==> src/rtl/tx_frame_scheduler.sv <==
// rtl/tx_frame_scheduler.sv - arbitrates two frame requesters onto one transmitter with flag fill framing
// Define TXSCHED_ROUND_ROBIN_EN for round-robin arbitration; default is fixed priority (req0 wins).
module tx_frame_scheduler #(
  parameter int IDLE_CYCLES     = 15,
  parameter int PREFILL_CYCLES  = 16,
  parameter int POSTFILL_CYCLES = 8,
  parameter int STALL_LIMIT     = 64
) (
  input  logic       clk,
  input  logic       reset_n,
  input  logic       line_idle,
  input  logic       no_clock,
  input  logic       req0,
  input  logic       req1,
  input  logic [7:0] data0,
  input  logic [7:0] data1,
  input  logic       last0,
  input  logic       last1,
  output logic       take0,
  output logic       take1,
  output logic [7:0] tx_data,
  output logic       tx_data_available,
  input  logic       tx_data_consumed,
  output logic       tx_flag_fill,
  output logic       tx_eop,
  output logic [1:0] grant,
  output logic       busy,
  output logic       done,
  output logic       aborted
);
  localparam int CW = 16;
  localparam int SW = $clog2(STALL_LIMIT + 1);
  localparam logic [CW-1:0] IDLE_LAST = CW'(IDLE_CYCLES - 1);
  localparam logic [CW-1:0] PRE_LAST  = CW'(PREFILL_CYCLES - 1);
  localparam logic [CW-1:0] POST_LAST = CW'(POSTFILL_CYCLES - 1);
  localparam logic [SW-1:0] STALL_MAX = SW'(STALL_LIMIT);

  typedef enum logic [2:0] {S_IDLE, S_WAIT_LINE, S_PREFILL, S_DATA, S_POSTFILL} state_t;

  state_t        state_q, state_d;
  logic [CW-1:0] cnt_q, cnt_d;
  logic [SW-1:0] stall_q, stall_d;
  logic [1:0]    grant_q, grant_d;
  logic [1:0]    win;
  logic          g_req, g_last, drop;
  logic [7:0]    g_data;

`ifdef TXSCHED_ROUND_ROBIN_EN
  logic ptr_q, ptr_d;

  // ptr_q names the requester preferred on a tie; it moves only on a completed frame
  always_comb begin
    if (req0 && req1) win = ptr_q ? 2'b10 : 2'b01;
    else              win = req0 ? 2'b01 : 2'b10;
  end
`else
  always_comb begin
    win = req0 ? 2'b01 : 2'b10;
  end
`endif

  assign g_req  = |(grant_q & {req1, req0});
  assign g_data = grant_q[1] ? data1 : data0;
  assign g_last = grant_q[1] ? last1 : last0;
  assign grant  = grant_q;
  assign busy   = (state_q != S_IDLE);

  always_comb begin
    state_d           = state_q;
    cnt_d             = cnt_q;
    stall_d           = stall_q;
    grant_d           = grant_q;
`ifdef TXSCHED_ROUND_ROBIN_EN
    ptr_d             = ptr_q;
`endif
    drop              = 1'b0;
    take0             = 1'b0;
    take1             = 1'b0;
    tx_data           = 8'h00;
    tx_data_available = 1'b0;
    tx_flag_fill      = 1'b0;
    tx_eop            = 1'b0;
    done              = 1'b0;
    aborted           = 1'b0;
    case (state_q)
      S_IDLE: begin
        cnt_d   = '0;
        stall_d = '0;
        if (req0 || req1) begin
          grant_d = win;
          state_d = S_WAIT_LINE;
        end
      end
      S_WAIT_LINE: begin
        if (no_clock)                 aborted = 1'b1;
        else if (!g_req)              drop    = 1'b1;
        else if (!line_idle)          cnt_d   = '0;
        else if (cnt_q == IDLE_LAST) begin
          cnt_d   = '0;
          state_d = S_PREFILL;
        end else                      cnt_d   = cnt_q + 1'b1;
      end
      S_PREFILL: begin
        if (no_clock)    aborted = 1'b1;
        else if (!g_req) drop    = 1'b1;
        else begin
          tx_flag_fill = 1'b1;
          if (cnt_q == PRE_LAST) begin
            cnt_d   = '0;
            stall_d = '0;
            state_d = S_DATA;
          end else cnt_d = cnt_q + 1'b1;
        end
      end
      S_DATA: begin
        // abort outranks a take in the same cycle, even one carrying last
        if (no_clock || !g_req || stall_q == STALL_MAX) aborted = 1'b1;
        else begin
          tx_data           = g_data;
          tx_eop            = g_last;
          tx_data_available = 1'b1;
          if (tx_data_consumed) begin
            take0   = grant_q[0];
            take1   = grant_q[1];
            stall_d = '0;
            if (g_last) begin
              cnt_d   = '0;
              state_d = S_POSTFILL;
            end
          end else stall_d = stall_q + 1'b1;
        end
      end
      S_POSTFILL: begin
        if (no_clock) aborted = 1'b1;
        else begin
          tx_flag_fill = 1'b1;
          if (cnt_q == POST_LAST) begin
            done = 1'b1;
            drop = 1'b1;
`ifdef TXSCHED_ROUND_ROBIN_EN
            ptr_d = grant_q[0];
`endif
          end else cnt_d = cnt_q + 1'b1;
        end
      end
      default: state_d = S_IDLE;
    endcase
    if (aborted || drop) begin
      state_d = S_IDLE;
      grant_d = '0;
      cnt_d   = '0;
      stall_d = '0;
    end
  end

  always_ff @(posedge clk or negedge reset_n) begin
    if (!reset_n) begin
      state_q <= S_IDLE;
      cnt_q   <= '0;
      stall_q <= '0;
      grant_q <= '0;
`ifdef TXSCHED_ROUND_ROBIN_EN
      ptr_q   <= 1'b0;
`endif
    end else begin
      state_q <= state_d;
      cnt_q   <= cnt_d;
      stall_q <= stall_d;
      grant_q <= grant_d;
`ifdef TXSCHED_ROUND_ROBIN_EN
      ptr_q   <= ptr_d;
`endif
    end
  end
endmodule

==> config.mk <==
export PLATFORM = sky130hd
export DESIGN_NAME = tx_frame_scheduler
export DESIGN_NICKNAME = d
export VERILOG_FILES = /design/src/rtl/tx_frame_scheduler.sv
export SDC_FILE = /design/constraint.sdc
export NUM_CORES = 1
export LEC_CHECK = 0
export ABC_AREA = 1
export BUFFER_PORTS_ARGS = -buffer_cell sky130_fd_sc_hd__buf_2
export CORE_ASPECT_RATIO = 1.2
export CORE_MARGIN = 2
export CORE_UTILIZATION = 55
export CTS_CLUSTER_DIAMETER = 50
export DETAILED_ROUTE_END_ITERATION = 12
export PLACE_DENSITY = 0.8
export SYNTH_ARGS = -nofsm -noshare
export SYNTH_HDL_FRONTEND = slang
export SYNTH_SLANG_ARGS = --single-unit
==> constraint.sdc <==
create_clock -name clk -period 2.15 [get_ports clk]
set_input_delay 0.3225 -clock clk [delete_from_list [all_inputs] [get_ports clk]]
set_output_delay 0.3225 -clock clk [all_outputs]
set_load 0.02 [all_outputs]
==> results of run 1 <==
synthesized netlist by cell type, drive strengths merged:
cell / count
nor3b: 2
nand4: 14
a21oi: 13
clkbuf: 1
nor2: 44
inv: 38
nand2: 102
o211ai: 5
o21ai: 23
nor3: 4
nand3: 30
dfrtp: 28
o22ai: 4
a21boi: 1
ha: 4
a22oi: 1
xnor2: 1
o21a: 1
buf: 5
mux2i: 1
xor2: 3
o21bai: 2
clkinv: 1
power groups by stage:
stage / Sequential [mW] / Combinational [mW] / Clock [mW]
floorplan: 0.657 / 0.805 / 0
global placement: 0.643 / 1.05 / 0
detailed placement: 0.646 / 1.06 / 0
CTS: 0.637 / 1.10 / 0.429
global route: 0.644 / 1.33 / 0.451
finish: 0.636 / 1.19 / 0.422
logic make-up after synthesis:
family	Yosys count	synth area share (%)
flip-flops	28	32.4
XOR/XNOR	4	1.62
AND/OR/NAND/NOR	196	41.4
adder cells (fa/ha/maj)	4	2.31
multiplexers	1	0.463
AO/OA/AOI/OAI	50	13.3
buffers and inverters	45	8.51
metal layers:
metal | routed length [um] | up-vias | global-route usage (%)
met3 | 324 | 6 | 3.37
met5 | 0 | - | 0
met2 | 3030 | 93 | 49.2
met1 | 2480 | 1128 | 34.1
li1 | - | 1180 | -
met4 | 33 | 0 | 6.52
repair_timing:
| action | 4_1_cts | 5_1_grt |
|---|---|---|
| setup buffers | 3 | 5 |
| cloned | 1 | 0 |
| resized for setup | 17 | 18 |
| endpoints found under the setup margin | 9 | 11 |
| pin swaps | 3 | 5 |
cell type report:
cell class / instances / area (um2)
Timing Repair Buffer: 52 / 328
Multi-Input combinational cell: 255 / 1340
Inverter: 39 / 150
Clock inverter: 1 / 30.0
Tap cell: 52 / 65.1
Clock buffer: 3 / 41.3
Timing Repair inverter: 1 / 7.51
Sequential cell: 28 / 701
Fill cell: 309 / 1030
through the flow:
| step | std cells | area, um2 | hold slack, ns |
|---|---|---|---|
| finish | 431 | 2670 | 0.0485 |
| global route | 431 | 2670 | 0.101 |
| global placement | 418 | 2410 | 0.377 |
| floorplan | 328 | 2160 | 0.0269 |
| CTS | 426 | 2570 | 0.0693 |
| detailed placement | 418 | 2410 | 0.376 |
flip-flops by register name, indices dropped and copies added, names as in the netlist:
| register | flops |
|---|---|
| cnt_q | 16 |
| grant | 2 |
| stall_q | 7 |
| state_q | 3 |
worst min-delay path by stage:
| stage | depth (start not counted) | slack (ns) | endpoint |
|---|---|---|---|
| after floorplan | 0 | 0.03 | cnt_q[0]$_DFFE_PN0P_ |
| after global placement | 1 | 0.38 | cnt_q[5]$_DFFE_PN0P_ |
| after detailed placement | 1 | 0.38 | cnt_q[5]$_DFFE_PN0P_ |
| after CTS | 1 | 0.07 | cnt_q[9]$_DFFE_PN0P_ |
| after global routing | 1 | 0.10 | cnt_q[8]$_DFFE_PN0P_ |
| final | 1 | 0.05 | cnt_q[9]$_DFFE_PN0P_ |
==> impl_metrics.prom, run 1 <==
# TYPE chip_impl_metric gauge
chip_impl_metric{name="die_boundary_height",unit="um"} 72.7
chip_impl_info{name="critical-path-slowest-cell",value="sky130_fd_sc_hd__dfrtp_1"} 1
chip_impl_metric{name="setup_violations",unit=""} 4
chip_impl_metric{name="horizontal_die_dimension",unit="um"} 61.2
chip_impl_metric{name="synth.yosys.warnings",unit=""} 0
chip_impl_metric{name="cts_max_path_buffers",unit=""} 2
chip_impl_metric{name="internal_power",unit="mW"} 1.20
chip_impl_metric{name="antenna_cells",unit=""} 0
chip_impl_metric{name="htreeDepth",unit=""} 1
chip_impl_metric{name="power.leakage",unit="nW"} 1.29
chip_impl_info{name="crit_reg_reg_endpoint",value="state_q[1]$_DFFE_PN0P_"} 1
chip_impl_metric{name="synth_seq_cells",unit=""} 28
chip_impl_metric{name="first_pass_iters",unit=""} 5
chip_impl_info{name="criticalPathCategory",value="reg -> out"} 1
chip_impl_metric{name="synth.avg_cell_area",unit="um2"} 6.59
chip_impl_metric{name="period_share",unit="%"} 102
chip_impl_metric{name="netlist.area_leader.share",unit="%"} 32.4
chip_impl_metric{name="count_of_pins_over_their_slew_limit",unit=""} 0
chip_impl_metric{name="final_antenna_net_count",unit=""} 0
chip_impl_metric{name="worst_slack",unit="ns"} -0.0442
chip_impl_metric{name="portBuffers",unit=""} 42
chip_impl_info{name="hold_class",value="in -> async"} 1
chip_impl_metric{name="ir_drop",unit="uV"} 707
chip_impl_metric{name="max_slew.worst_pin.slew",unit="ns"} 0.627
chip_impl_info{name="mostFrequentLayoutCells",value="sky130_fd_sc_hd__nand2_1 (94), sky130_fd_sc_hd__nor2_1 (40), sky130_fd_sc_hd__inv_1 (32)"} 1
chip_impl_metric{name="max_cap_violations",unit=""} 0
chip_impl_info{name="cp-endpoint",value="tx_data[1]"} 1
chip_impl_metric{name="max-slew-margin-rel",unit="%"} 58.2
chip_impl_info{name="outcome",value="finished with violations"} 1
chip_impl_metric{name="grt_usage",unit="%"} 27.4
chip_impl_metric{name="critPathMaxStageDelay",unit="ns"} 0.41
chip_impl_metric{name="worst_ep_arrival_time",unit="ns"} 1.87
chip_impl_metric{name="syn-cell-area",unit="um2"} 2160
chip_impl_metric{name="growth_of_design_area_from_synthesis_to_finish",unit="%"} 23.3
chip_impl_metric{name="clock_latency",unit="ns"} 0.28
chip_impl_metric{name="worstPathBufferInverterCount",unit=""} 5
chip_impl_info{name="mostFrequentLayoutCell",value="sky130_fd_sc_hd__nand2_1"} 1
chip_impl_metric{name="route.detailed.drc",unit=""} 0
chip_impl_metric{name="grt_pass1_vias",unit=""} 2332
chip_impl_info{name="path_delay_family",value="buffers and inverters"} 1
chip_impl_metric{name="fin_total_pwr",unit="mW"} 2.25
chip_impl_metric{name="placement_rows",unit=""} 24
chip_impl_metric{name="ff2ff_setup_slack",unit="ns"} 0.22
chip_impl_info{name="violations",value="negative setup slack"} 1
chip_impl_metric{name="clock_power_share",unit="%"} 18.8
chip_impl_info{name="crit_path_start_kind",value="flip-flop"} 1
chip_impl_metric{name="start_util",unit="%"} 58.5
chip_impl_info{name="crit-reg2reg-launch",value="cnt_q[0]$_DFFE_PN0P_"} 1
chip_impl_metric{name="die-area",unit="um2"} 4450
chip_impl_metric{name="worst_r2r_path_depth",unit=""} 10
chip_impl_metric{name="power_switching_share",unit="%"} 46.8
chip_impl_metric{name="power.net_switching",unit="mW"} 1.05
chip_impl_info{name="endpoint_kind",value="primary output"} 1
chip_impl_metric{name="hold_buffers",unit=""} 0
chip_impl_metric{name="cts_sinks",unit=""} 28
chip_impl_metric{name="required_time_reported_for_the_critical_path_endpoint",unit="ns"} 1.83
chip_impl_metric{name="yosysSeqAreaShare",unit="%"} 32.4
chip_impl_metric{name="core-area",unit="um2"} 3690
chip_impl_info{name="critical_path.cell_chain",value="inv_2 -> ha_4 -> nand2_2 -> inv_2 -> nand3_2 -> nand2_2 -> nor2_4 -> buf_6 -> clkinvlp_4 -> a21oi_2 -> buf_6"} 1
chip_impl_metric{name="timing.fmax",unit="MHz"} 456
chip_impl_metric{name="grt_first_pass_wirelength",unit="mm"} 9.60
chip_impl_metric{name="avgRoutedWirePerCell",unit="um"} 13.6
chip_impl_info{name="clock_tree_from_tritoncts",value="yes"} 1
chip_impl_metric{name="tritoncts.num_buffers",unit=""} 3
chip_impl_metric{name="dp_worst_setup_slack",unit="ns"} 0.261
chip_impl_metric{name="synth_nets",unit=""} 357
chip_impl_metric{name="totalWireLength",unit="mm"} 5.87
chip_impl_metric{name="timing_hold_violations_final",unit=""} 0
chip_impl_metric{name="post_synth_num_cell_types",unit=""} 35
chip_impl_metric{name="first_iter_violations",unit=""} 176
chip_impl_metric{name="place.gp.congestion",unit=""} 0.908
chip_impl_metric{name="seq_pwr_share",unit="%"} 28.3
chip_impl_metric{name="finalNetCount",unit=""} 409
chip_impl_info{name="worst_setup_startpoint",value="stall_q[0]$_DFFE_PN0P_"} 1
chip_impl_metric{name="skew",unit="ns"} 0.00574
chip_impl_metric{name="routed_via_density",unit=""} 5.58
chip_impl_info{name="ctsRootBufferMaster",value="sky130_fd_sc_hd__clkbuf_8"} 1
chip_impl_metric{name="post_synthesis_instance_total",unit=""} 328
chip_impl_metric{name="io-pin-count",unit=""} 43
chip_impl_metric{name="fin_util",unit="%"} 72.2
chip_impl_metric{name="timing.critical_path.fanout_max",unit=""} 5
chip_impl_metric{name="cts.clk_slew.worst_paths",unit="ns"} 0.10
chip_impl_metric{name="fin_tns_setup",unit="ns"} -0.129
chip_impl_metric{name="grt_overflow",unit=""} 0
chip_impl_metric{name="crit_path_depth",unit=""} 11
chip_impl_metric{name="antenna_violations_before_repair",unit=""} 0
chip_impl_info{name="yosysTopAreaCell",value="sky130_fd_sc_hd__dfrtp_1"} 1
chip_impl_info{name="yosys-top-cells-area",value="sky130_fd_sc_hd__dfrtp_1 (32%), sky130_fd_sc_hd__nand2_1 (17%), sky130_fd_sc_hd__nor2_1 (7.1%), sky130_fd_sc_hd__nand3_1 (6.3%), sky130_fd_sc_hd__inv_1 (6.1%)"} 1
chip_impl_metric{name="p_comb_share",unit="%"} 52.9
chip_impl_info{name="rsz0062_at_grt",value="yes"} 1
chip_impl_metric{name="power_density_over_the_cells",unit="nW/um2"} 844
chip_impl_metric{name="drive_gt1_share",unit="%"} 24.0
chip_impl_metric{name="pin_count_of_the_biggest_net_entering_global_routing",unit=""} 29
chip_impl_metric{name="dr_total_vias",unit=""} 2407
chip_impl_metric{name="final.min_clock_period",unit="ns"} 2.19
chip_impl_metric{name="hpwlAfterDp",unit="mm"} 4.06
Power figures use the tool's default switching activity.
==> inputs of run 2 (changes only) <==
- RECOVER_POWER: not set -> 25
==> impl_metrics.prom, run 2 (same netlist as run 1, synthesis figures left out) <==
# TYPE chip_impl_metric gauge
chip_impl_metric{name="place.gp.congestion",unit=""} 0.908
chip_impl_info{name="endpoint_kind",value="primary output"} 1
chip_impl_metric{name="placement_rows",unit=""} 24
chip_impl_metric{name="die_boundary_height",unit="um"} 72.7
chip_impl_metric{name="dp_worst_setup_slack",unit="ns"} 0.261
chip_impl_metric{name="tritoncts.num_buffers",unit=""} 3
chip_impl_metric{name="drive_gt1_share",unit="%"} 23.7
chip_impl_metric{name="setup_violations",unit=""} 4
chip_impl_metric{name="sequential_cell_area",unit="um2"} 701
chip_impl_info{name="hold_start",value="req0"} 1
chip_impl_info{name="violations",value="max-capacitance violations, negative setup slack"} 1
chip_impl_metric{name="period_share",unit="%"} 102
chip_impl_info{name="rsz0062_at_grt",value="yes"} 1
chip_impl_metric{name="cts_sinks",unit=""} 28
chip_impl_metric{name="timing.critical_path.fanout_max",unit=""} 5
chip_impl_metric{name="finalNetCount",unit=""} 409
chip_impl_metric{name="ff2ff_setup_slack",unit="ns"} 0.22
chip_impl_metric{name="hold_buffers",unit=""} 0
chip_impl_metric{name="hold-path-cell-count",unit=""} 3
chip_impl_metric{name="worst_ep_arrival_time",unit="ns"} 1.87
chip_impl_info{name="criticalPathCategory",value="reg -> out"} 1
chip_impl_metric{name="seq_pwr_share",unit="%"} 28.3
chip_impl_info{name="mostFrequentLayoutCells",value="sky130_fd_sc_hd__nand2_1 (94), sky130_fd_sc_hd__nor2_1 (40), sky130_fd_sc_hd__inv_1 (32)"} 1
chip_impl_info{name="ctsRootBufferMaster",value="sky130_fd_sc_hd__clkbuf_8"} 1
chip_impl_metric{name="fin_tns_setup",unit="ns"} -0.129
chip_impl_metric{name="totalWireLength",unit="mm"} 5.87
chip_impl_metric{name="stdcell_count",unit=""} 431
chip_impl_metric{name="power_density_over_the_cells",unit="nW/um2"} 844
chip_impl_metric{name="power_switching_share",unit="%"} 46.8
chip_impl_metric{name="htreeDepth",unit=""} 1
chip_impl_metric{name="grt_pass1_vias",unit=""} 2332
chip_impl_metric{name="dr_total_vias",unit=""} 2407
chip_impl_metric{name="core-area",unit="um2"} 3690
chip_impl_metric{name="count_of_pins_over_their_slew_limit",unit=""} 0
chip_impl_metric{name="power.leakage",unit="nW"} 1.29
chip_impl_info{name="crit_path_start_kind",value="flip-flop"} 1
chip_impl_metric{name="ir_drop",unit="uV"} 707
chip_impl_metric{name="max_slew.worst_pin.slew",unit="ns"} 1.50
chip_impl_metric{name="pin_count_of_the_biggest_net_entering_global_routing",unit=""} 29
chip_impl_info{name="mostFrequentLayoutCell",value="sky130_fd_sc_hd__nand2_1"} 1
chip_impl_metric{name="skew",unit="ns"} 0.00574
chip_impl_metric{name="max-slew-margin-rel",unit="%"} 0.154
chip_impl_metric{name="timing_hold_violations_final",unit=""} 0
chip_impl_info{name="clock_tree_from_tritoncts",value="yes"} 1
chip_impl_metric{name="clock_power_share",unit="%"} 18.8
chip_impl_metric{name="required_time_reported_for_the_critical_path_endpoint",unit="ns"} 1.83
chip_impl_metric{name="start_util",unit="%"} 58.5
chip_impl_metric{name="route.detailed.drc",unit=""} 0
chip_impl_info{name="hold_end",value="grant[0]$_DFFE_PN0P_"} 1
chip_impl_info{name="hold_class",value="in -> reg"} 1
chip_impl_metric{name="first_iter_violations",unit=""} 176
chip_impl_metric{name="placedCellCount",unit=""} 418
chip_impl_metric{name="max_cap_violations",unit=""} 1
chip_impl_metric{name="worst_r2r_path_depth",unit=""} 10
chip_impl_metric{name="antenna_cells",unit=""} 0
chip_impl_metric{name="grt_first_pass_wirelength",unit="mm"} 9.60
chip_impl_metric{name="fin_hold_ws",unit="ns"} 0.306
chip_impl_metric{name="largest_register_ffs",unit=""} 16
chip_impl_info{name="reg.largest.list",value="cnt_q (16), stall_q (7), state_q (3)"} 1
chip_impl_metric{name="multi_input_area",unit="um2"} 1340
chip_impl_info{name="register_name_with_the_most_flops",value="cnt_q"} 1
chip_impl_metric{name="final_antenna_net_count",unit=""} 0
chip_impl_metric{name="n_fill_cell",unit=""} 309
chip_impl_metric{name="avgRoutedWirePerCell",unit="um"} 13.6
chip_impl_metric{name="finish.instance_area",unit="um2"} 2660
chip_impl_metric{name="grt_overflow",unit=""} 0
chip_impl_metric{name="hpwlAfterDp",unit="mm"} 4.06
chip_impl_info{name="crit-reg2reg-launch",value="cnt_q[0]$_DFFE_PN0P_"} 1
chip_impl_metric{name="cts_max_path_buffers",unit=""} 2
chip_impl_info{name="outcome",value="finished with violations"} 1
chip_impl_metric{name="first_pass_iters",unit=""} 5
chip_impl_metric{name="horizontal_die_dimension",unit="um"} 61.2
chip_impl_metric{name="p_comb_share",unit="%"} 52.9
chip_impl_metric{name="timing.fmax",unit="MHz"} 456
chip_impl_metric{name="clock_latency",unit="ns"} 0.28
chip_impl_metric{name="final.min_clock_period",unit="ns"} 2.19
chip_impl_metric{name="growth_of_design_area_from_synthesis_to_finish",unit="%"} 23.2
chip_impl_metric{name="detailed_place.area",unit="um2"} 2410
chip_impl_metric{name="routed_via_density",unit=""} 5.58
chip_impl_metric{name="grt_usage",unit="%"} 27.4
chip_impl_metric{name="internal_power",unit="mW"} 1.20
chip_impl_metric{name="io-pin-count",unit=""} 43
chip_impl_metric{name="power.net_switching",unit="mW"} 1.05
chip_impl_metric{name="die-area",unit="um2"} 4450
chip_impl_metric{name="antenna_violations_before_repair",unit=""} 0
chip_impl_metric{name="portBuffers",unit=""} 42
chip_impl_metric{name="cts.clk_slew.worst_paths",unit="ns"} 0.10
chip_impl_info{name="crit_reg_reg_endpoint",value="state_q[1]$_DFFE_PN0P_"} 1
chip_impl_metric{name="worst_slack",unit="ns"} -0.0442
run 2: per-layer routing:
metal | track usage [%] | vias to the layer above | routed length [um]
met4 | 6.52 | 0 | 33
met3 | 3.37 | 6 | 324
met2 | 49.2 | 93 | 3030
li1 | - | 1180 | -
met5 | 0 | - | 0
met1 | 34.1 | 1128 | 2480
run 2: power by group through the flow:
stage          clock network, mW  registers [mW]  logic, mW
2_1_floorplan                  0           0.657      0.805
3_3_place_gp                   0           0.643       1.05
3_5_place_dp                   0           0.646       1.06
4_1_cts                    0.429           0.637       1.10
5_1_grt                    0.451           0.644       1.33
6_report                   0.422           0.636       1.19
run 2: worst max-delay path by stage:
stage | startpoint | to
final | stall_q[0]$_DFFE_PN0P_ | tx_data[1]
after global routing | stall_q[0]$_DFFE_PN0P_ | tx_data[1]
after CTS | state_q[2]$_DFFE_PN0P_ | take1
after detailed placement | cnt_q[0]$_DFFE_PN0P_ | state_q[1]$_DFFE_PN0P_
after global placement | cnt_q[0]$_DFFE_PN0P_ | state_q[1]$_DFFE_PN0P_
after floorplan | stall_q[0]$_DFFE_PN0P_ | tx_data[0]
run 2: critical path, stage by stage (launching register included):
cell and delay (ns):
sky130_fd_sc_hd__dfrtp_1 0.41, sky130_fd_sc_hd__inv_2 0.07, sky130_fd_sc_hd__ha_4 0.15, sky130_fd_sc_hd__nand2_2 0.06, sky130_fd_sc_hd__inv_2 0.04, sky130_fd_sc_hd__nand3_2 0.06, sky130_fd_sc_hd__nand2_2 0.07, sky130_fd_sc_hd__nor2_4 0.15
sky130_fd_sc_hd__buf_6 0.12, sky130_fd_sc_hd__clkinvlp_4 0.15, sky130_fd_sc_hd__a21oi_2 0.18, sky130_fd_sc_hd__buf_6 0.14
run 2: layout make-up:
cell class / count / share of cell area, %
Clock buffer: 3 / 1.55
Timing Repair Buffer: 52 / 12.3
Sequential cell: 28 / 26.3
Multi-Input combinational cell: 255 / 50.4
Tap cell: 52 / 2.44
Clock inverter: 1 / 1.13
Inverter: 39 / 5.64
Timing Repair inverter: 1 / 0.282
run 2: stage by stage:
stage	power, mW	util (%)
detailed placement	1.71	65.4
floorplan	1.46	-
finish	2.25	72.1
global route	2.42	72.1
CTS	2.17	69.5
global placement	1.70	65.4
run 2: repair_timing:
item                       in CTS  in global routing
pin swaps                       3                  5
setup buffers                   3                  5
setup endpoints to repair       9                 11
gates resized for setup        17                 18
cloned                          1                  0
